--- config.mk ---
export PLATFORM = sky130hd
export DESIGN_NAME = rv_plic_src_filter
export DESIGN_NICKNAME = d
export VERILOG_FILES = /design/src/rtl/rv_plic_src_filter.sv
export SDC_FILE = /design/constraint.sdc
export NUM_CORES = 1
export LEC_CHECK = 0
export CORE_UTILIZATION = 54
export CTS_CLUSTER_SIZE = 20
export DETAILED_ROUTE_END_ITERATION = 7
export PLACE_DENSITY_LB_ADDON = 0.3
export SYNTH_ARGS = -nofsm -noshare
export SYNTH_HDL_FRONTEND = slang
export SYNTH_HIERARCHICAL = 1
export SYNTH_SLANG_ARGS = --single-unit
--- constraint.sdc ---
create_clock -name clk_i -period 1.75 [get_ports clk_i]
set_input_delay 0.525 -clock clk_i [delete_from_list [all_inputs] [get_ports clk_i]]
set_output_delay 0.525 -clock clk_i [all_outputs]
set_load 0.1 [all_outputs]
--- src/rtl/rv_plic_src_filter.sv ---
// rv_plic_src_filter: per-source synchronizer + debounce filter feeding the
// PLIC gateway, with an optional saturating glitch counter for diagnostics.
// Optional feature macro: RV_PLIC_SRC_FILTER_GLITCH_CNT_EN (glitch counter).
// Source 0 is reserved by the PLIC and has no logic behind it.

// Single-source lane: sync chain, debounce counter, registered output.
module rv_plic_src_filter_lane #(
  parameter int SyncStages = 2,
  parameter int FiltCycles = 4,
  parameter int CntW       = $clog2(FiltCycles+1)
) (
  input  logic clk_i,
  input  logic rst_ni,
  input  logic raw_i,
  input  logic en_i,
  output logic out_o,
  output logic glitch_o
);
  logic [SyncStages-1:0] r_sync;
  logic [CntW-1:0]       r_cnt;
  logic                  r_out;
  logic                  w_sync;
  logic                  w_mism;

  assign w_sync = r_sync[SyncStages-1];
  assign w_mism = w_sync ^ r_out;
  assign out_o  = r_out;

  // Shift the raw line through the synchronizer chain.
  always_ff @(posedge clk_i or negedge rst_ni) begin
    if (!rst_ni) r_sync <= '0;
    else         r_sync <= {r_sync[SyncStages-2:0], raw_i};
  end

  // Debounce: follow the input only after FiltCycles consecutive mismatches.
  always_ff @(posedge clk_i or negedge rst_ni) begin
    if (!rst_ni) begin
      r_out <= 1'b0;
      r_cnt <= '0;
    end else if (!en_i) begin
      r_out <= w_sync;
      r_cnt <= '0;
    end else if (w_mism) begin
      if (r_cnt == CntW'(FiltCycles-1)) begin
        r_out <= w_sync;
        r_cnt <= '0;
      end else begin
        r_cnt <= r_cnt + CntW'(1);
      end
    end else begin
      r_cnt <= '0;
    end
  end

`ifdef RV_PLIC_SRC_FILTER_GLITCH_CNT_EN
  // A partial count abandoned because the input returned is a rejected glitch.
  assign glitch_o = en_i & ~w_mism & (r_cnt != '0);
`else
  assign glitch_o = 1'b0;
`endif
endmodule

module rv_plic_src_filter #(
  parameter int NumSrc     = 32,
  parameter int SyncStages = 2,
  parameter int FiltCycles = 4,
  parameter int CntW       = $clog2(FiltCycles+1)
) (
  input  logic              clk_i,
  input  logic              rst_ni,
  input  logic [NumSrc-1:0] intr_raw_i,
  input  logic [NumSrc-1:0] filt_en_i,
  input  logic              glitch_clr_i,
  output logic [NumSrc-1:0] intr_src_o,
  output logic [15:0]       glitch_cnt_o
);
  logic [NumSrc-1:0] w_glitch;

  assign intr_src_o[0] = 1'b0;
  assign w_glitch[0]   = 1'b0;

  for (genvar s = 1; s < NumSrc; s++) begin : g_src
    rv_plic_src_filter_lane #(
      .SyncStages (SyncStages),
      .FiltCycles (FiltCycles),
      .CntW       (CntW)
    ) u_lane (
      .clk_i    (clk_i),
      .rst_ni   (rst_ni),
      .raw_i    (intr_raw_i[s]),
      .en_i     (filt_en_i[s]),
      .out_o    (intr_src_o[s]),
      .glitch_o (w_glitch[s])
    );
  end

`ifdef RV_PLIC_SRC_FILTER_GLITCH_CNT_EN
  logic [15:0] r_gcnt;
  logic        w_unused;
  assign w_unused     = ^{intr_raw_i[0], filt_en_i[0]};
  assign glitch_cnt_o = r_gcnt;

  // Saturating count of cycles with any glitch; clear wins over increment.
  always_ff @(posedge clk_i or negedge rst_ni) begin
    if (!rst_ni)                               r_gcnt <= '0;
    else if (glitch_clr_i)                     r_gcnt <= '0;
    else if (|w_glitch && r_gcnt != 16'hFFFF)  r_gcnt <= r_gcnt + 16'd1;
  end
`else
  logic w_unused;
  assign w_unused     = ^{intr_raw_i[0], filt_en_i[0], glitch_clr_i, w_glitch};
  assign glitch_cnt_o = 16'h0;
`endif
endmodule
# Word level (Yosys, flattened, before mapping)
# Cells that the tools add are included.
# word_totals
output_inout_bits	48
wordCells	465
register_bits	186
# classes
n_bitwise	31
muxes	186
n_reduce_logical	31
n_eq_ne	93
n_addsub	31
# op_table
operator	count
3-bit 2-to-1 mux	93
2-bit by 1-bit != test with 1-bit output, second input constant	62
3-bit by 1-bit adder with 3-bit output, second input constant	31
3-bit by 2-bit == test with 1-bit output, second input constant	31
1-bit 2-to-1 mux	93
2-bit AND reduction	31
1-bit bitwise XOR	31

# Logic depth before layout (Yosys ltp)
# Gate-level depths: netlist of run 1.
# depth
depth_word	4
ltp_mapped	4
ltp_nobuf	4

# By module
# The synthesis of run 1 kept the hierarchy.
# modules_own_cells
module	area_per_inst_um2	instances	cells_per_inst	seq_area_each_um2
rv_plic_src_filter_lane at g_src[10].u_lane ...	242.7	30	18	150.1
rv_plic_src_filter_lane at g_src[1].u_lane	237.7	1	17	150.1
rv_plic_src_filter	131.4	1	18	0.0

# Worst setup path before layout of run 1
# Ideal clock, no wire load.
# synth_path
kind	flip-flop to flip-flop
from	register g_src[1].u_lane.r_out
to	register g_src[1].u_lane.r_cnt[2]
t_required_ns	1.662
path_stages_with_launch	4
setup_slack_ns	0.267
t_arrival_ns	1.395
period_less_slack_ns	1.483
path_cell_list	dfrtp_1 xor2_1 nand2_1 nor3b_1
# synth_between
elab_chain_len	3
# synth_rtl
element	line	text
start: declaration	21	logic r_out;
start signal: assignment	41	r_out <= w_sync;
start signal: assignment	45	r_out <= w_sync;
1-bit bitwise XOR	26	assign w_mism = w_sync ^ r_out;
3-bit 2-to-1 mux	43	end else if (w_mism) begin
3-bit 2-to-1 mux	40	end else if (!en_i) begin
end signal: assignment	48	r_cnt <= r_cnt + CntW'(1);
end: declaration	20	logic [CntW-1:0] r_cnt;
# Every way passes these cells.
# A chain may end at the register's enable or synchronous reset.

# Worst setup path after layout of run 1
# layout_path
from	register g_src[14].u_lane.r_out
to	output intr_src_o[14]
# layout_lines
element	line	text
start: declaration	21	
start signal: assignment	41	
start signal: assignment	45	
end: declaration	74	output logic [NumSrc-1:0] intr_src_o,
# No word-level cell between the ends.

==> run summary, run 1 <==
status: completed
IO Pins: 115
CP Capture Type: primary output
post-route setup TNS: 0 ns
RSZ-0062 raised after global routing: false
Power Density: 1110 nW/um^2
dpl cells: 785
DRC violations left: 0
Overflow after GRT: 0
final hold slack: 0.348 ns
Core Rows: 42
CTS tree: done
Netlist Area Pre-Place: 7300 um^2
initial antenna violation count: 0
register share of total power: 46.4%
R2R Setup Slk: 0.42 ns
Leakage: 4.36 nW
CP cell instances: buf_12
CP Class: flip-flop to primary output
hold buffer count at CTS: 1
Yosys warning count: 6
Critical Path Max Stage Delay: 0.45 ns
first-pass GRT wire length: 19.8 mm
Critical path buffers and inverters: 1
Die Width: 118 um
max cap viols: 0
crit share post-route: 92.2%
NetSw: 0.00294 W
Final nets: 727
CTS Buf Count: 17
clk sinks: 186
Die H: 118 um
cells after synthesis: 513
Comb power frac: 17.9%
# Post-CTS Setup Buffers: 0
switching share of power: 28.3%
Initial Utilization: 55.4%
DR iter-0 viols: 158
routability cong.: 0.728
Resize count post-CTS: 0
skew final: 0.00543 ns
Global Route Usage Sum: 18.3%
Setup violations, final: 0
port bufs: 94
Die ar.: 14000 um^2
clock power share: 35.7%
Power, Total: 0.0104 W
final core utilization: 70.9%
Hold WC Path Type: flip-flop to flip-flop
slowest CP cell: dfrtp_1
Tmin final: 1.61 ns
largest net degree at the start of global routing: 55
H-tree depth: 4
Post-DRT Antenna Nets: 0
Worst-path clk slew: 0.06 ns
CP startpoint kind: flip-flop
clk buf depth: 2
internal power: 0.00744 W
Final Hold Fails: 0
Peak VDD IR: 0.805 mV
fraction of layout cells with a size suffix above 1: 24.6%
Area Overhead vs Synth: 28.1%
via count: 3958
CP Max Fanout: 3
delay-heaviest family, CP: flip-flops
syn avg cell area: 14.2 um^2
Root Driver: clkbuf_16
routed vias/inst: 4.84
diode count: 0
WP data arrival: 1.09 ns
final wirelength: 11.1 mm
Layout Cells excl Fill: 817
number of global-route vias before repair: 4410
Pins Over Slew Limit: 0
HPWL after detailed placement: 8.06 mm
CORE AREA: 13200 um^2
fmax: 620 MHz
Clk Latency, worst-skew pair: 0.43 ns
Routed WL per cell: 13.5 um
DR pass1 iterations: 6
WP data required: 1.22 ns
## state kept, by name, indices dropped and copies added, names as in the netlist
signal	cells
g_src.u_lane/out_o	31
g_src.u_lane/r_cnt	93
g_src.u_lane/r_sync	62
## layer usage
metal  up-vias  GRT usage [%]  share of wire, %  routed length, um
li1       1889              -                 -                  -
met1      1958           20.4                39               4370
met2        91           31.5                53               5870
met3        20           5.84               5.1                559
met4         0           9.05               2.4                264
met5         -              0                 0                  0
## final timing paths
check                                                startpoint                                   end  cells after the start
min in group asynchronous                                rst_ni   g_src[3].u_lane/r_sync[1]$_DFF_PN0_                      2
max in group asynchronous                                rst_ni   g_src[30].u_lane/r_cnt[0]$_DFF_PN0_                      3
hold reg to reg            g_src[14].u_lane/r_sync[0]$_DFF_PN0_  g_src[14].u_lane/r_sync[1]$_DFF_PN0_                      0
hold / removal             g_src[14].u_lane/r_sync[0]$_DFF_PN0_  g_src[14].u_lane/r_sync[1]$_DFF_PN0_                      0
setup reg to reg             g_src[1].u_lane/r_cnt[0]$_DFF_PN0_     g_src[1].u_lane/out_o$_DFFE_PN0P_                      4
setup / recovery             g_src[14].u_lane/out_o$_DFFE_PN0P_                        intr_src_o[14]                      1
## power by group through the flow
stage	Sequential [W]	Combinational [W]	Clock [W]
5_1_grt	0.00485	0.00199	0.00399
4_1_cts	0.00482	0.00188	0.00382
3_5_place_dp	0.00490	0.00187	0
6_report	0.00482	0.00186	0.00371
3_3_place_gp	0.00487	0.00181	0
2_1_floorplan	0.00539	0.000640	0
## layout by cell type, fill, tap and decap left out, drive strengths merged
cell           instances
dfrtp                186
nand2                 91
clkdlybuf4s50         62
nor3b                 61
buf                   34
xor2                  31
ha                    31
mux2                  31
nand2b                30
nor2                  30
clkbuf                21
conb                  17
clkinv                 4
clkinvlp               3
inv                    2
bufinv                 2
nor2b                  2
and3                   1
nor3                   1
dlygate4sd3            1
## cell type report
class	count	area, um^2
clock buffers	20	457
clock inverters	11	120
fillers	882	3830
multi-input cells	326	2580
flip-flops and latches	186	4650
well taps	176	220
repair buffers	98	1330
## per-stage QoR
step | area, um^2 | worst slack (ns)
6_report | 9360 | 0.137
3_3_place_gp | 8770 | 0.132
3_5_place_dp | 8770 | 0.104
2_1_floorplan | 7360 | 0.267
5_1_grt | 9360 | 0.0946
4_1_cts | 9360 | 0.116
Power figures use the tool's default switching activity.
==> inputs of run 2 (changes only) <==
- CORE_ASPECT_RATIO: default -> 1.2
- GPL_TIMING_DRIVEN: default -> 0
==> run 2 against run 1 <==
  * Final cell count grew 0.86%
  * Register-to-register slack better by 0.04 ns
  * Clock power is 27% higher
  * Sequential power down 0.8%
  * Utilization shrank 1.0 points
  * Total power increased by 7.7%
  * Sequential cell count did not move
  * Setup slack got worse by 0.053 ns
  * Wire length grew 2.7%
  * Combinational power shrank 9%
  * Die area about the same
  * Critical endpoint is now intr_src_o[4]
==> run summary, run 2 (synthesized netlist as in run 1, its figures left out) <==
Final Hold Fails: 0 (unchanged)
CP Capture Type: primary output
Leakage: 4.38 nW (+0.40%)
Power Density: 1210 nW/um^2 (+9.3%)
port bufs: 94 (unchanged)
Routed WL per cell: 13.8 um (+1.8%)
Final nets: 741 (+1.9%)
WP data required: 1.22 ns (about the same)
diode count: 0 (unchanged)
Worst-path clk slew: 0.06 ns (about the same)
Peak VDD IR: 0.804 mV (-0.19%)
delay-heaviest family, CP: flip-flops
via count: 4056 (+2.5%)
CTS Buf Count: 17 (unchanged)
CP Class: flip-flop to primary output
# fillers: 920 (+4.3%)
WP data arrival: 1.14 ns (+0.05 ns)
final wirelength: 11.4 mm (+2.7%)
Least-Margin Pin Slew: 0.757 ns
number of global-route vias before repair: 4352 (-1.3%)
DR pass1 iterations: 4 (-2)
most frequent cells in the layout: dfrtp_1 (186), nand2_1 (91), clkdlybuf4s50_1 (62)
HPWL after detailed placement: 7.86 mm (-2.5%)
crit share post-route: 95.2% (+3.0 points)
Largest Register: g_src.u_lane/r_cnt
clk buf depth: 2 (unchanged)
Die ar.: 14000 um^2 (about the same)
Overflow after GRT: 0 (unchanged)
final core utilization: 69.9% (-1.0 points)
hold buffer count at CTS: 0 (-1)
Initial Utilization: 55.4% (about the same)
CP startpoint kind: flip-flop
Critical Path Max Stage Delay: 0.41 ns (-0.04 ns)
routability cong.: 0.675 (-7.3%)
Tmin final: 1.67 ns (+0.0532 ns)
skew final: 0.00559 ns (+0.000162 ns)
Die Width: 108 um (-8.6%)
Die H: 129 um (+9.4%)
Global Route Usage Sum: 18.0% (-0.30 points)
most common cell after layout, fill and taps aside: dfrtp_1
fmax: 600 MHz (-3.2%)
largest net degree at the start of global routing: 105 (+91%)
Power, Total: 0.0112 W (+7.7%)
IO Pins: 115 (unchanged)
clk sinks: 186 (unchanged)
status: completed
slowest CP cell: dfrtp_1
H-tree depth: 4 (unchanged)
RSZ-0062 raised after global routing: false
DRC violations left: 0 (unchanged)
Clk Latency, worst-skew pair: 0.42 ns (about the same)
Pins Over Slew Limit: 0 (unchanged)
number of flip-flops in the largest register: 93 (unchanged)
fraction of layout cells with a size suffix above 1: 26.5% (+1.9 points)
CTS tree: done
Max-slew headroom: 49.5%
Post-DRT Antenna Nets: 0 (unchanged)
DR iter-0 viols: 88 (-44%)
CP Max Fanout: 3 (unchanged)
routed vias/inst: 4.92 (+1.6%)
max cap viols: 0 (unchanged)
final hold slack: 0.129 ns (-0.219 ns)
CP cell instances: buf_4
Root Driver: clkbuf_16
Critical path buffers and inverters: 1 (unchanged)
Core Rows: 46 (+9.5%)
Hold WC Path Type: input port to asynchronous set/reset pin
Setup violations, final: 0 (unchanged)
first-pass GRT wire length: 19.2 mm (-2.9%)
initial antenna violation count: 0 (unchanged)
CORE AREA: 13200 um^2 (about the same)
Area Overhead vs Synth: 26.2%
==> run 2: cell count changes in the layout (fill, tap and decap cells not counted), moves of 2 or more <==
cell / previous run / this run
buf_4: 0 / 48
buf_12: 34 / 0
bufinv_16: 2 / 9
clkinvlp_4: 3 / 0
clkinv_2: 4 / 2
==> run 2: worst paths after layout <==
check	slack, ns	end	cells past startpoint	startpoint
setup / recovery	0.08	intr_src_o[4]	1	g_src[4].u_lane/out_o$_DFFE_PN0P_
hold / removal	0.13	g_src[13].u_lane/r_cnt[2]$_DFF_PN0_	1	rst_ni
setup reg to reg	0.46	g_src[1].u_lane/out_o$_DFFE_PN0P_	4	g_src[1].u_lane/r_cnt[0]$_DFF_PN0_
hold reg to reg	0.35	g_src[24].u_lane/r_sync[1]$_DFF_PN0_	0	g_src[24].u_lane/r_sync[0]$_DFF_PN0_
max in group asynchronous	0.74	g_src[17].u_lane/r_sync[0]$_DFF_PN0_	2	rst_ni
min in group clk_i	0.35	g_src[24].u_lane/r_sync[1]$_DFF_PN0_	0	g_src[24].u_lane/r_sync[0]$_DFF_PN0_
==> run 2: final cells by class <==
type                       instances  area, um^2  share of cell area [%]
tap                              168         210                    2.28
clock inverter                    12         289                    3.14
clock buffer                      20         457                    4.96
buffer                            17         128                    1.39
timing repair buffer              95         896                    9.72
multi-input combinational        326        2580                    28.0
sequential                       186        4650                    50.5
==> run 2: timing repair <==
item,4_1_cts,5_1_grt
buffers inserted,0,0
resized for setup,186,0
setup endpoints to repair,31,0
==> run 2: routing by layer <==
layer	global-route usage [%]	part of all wire (%)
met5	0	0
met4	8.62	1.7
met3	4.78	3.6
met2	32.7	56
met1	19.3	39
==> run 2: through the flow <==
step           TNS [ns]  instances  area, um^2  worst slack (ns)
6_report              0        824        9210            0.0840
5_1_grt               0        824        9210            0.0216
4_1_cts               0        824        9210            0.0553
3_5_place_dp      -8.85        792        8550            -0.318
3_3_place_gp   -1280.50        791        8510             -6.85
2_1_floorplan         0        529        7360             0.267
==> run 2: power breakdown <==
part | switching [W] | internal [W] | leakage (nW)
clock network | 0.00153 | 0.00319 | 0.365
registers | 0.000190 | 0.00458 | 2.35
logic | 0.00117 | 0.000511 | 1.67
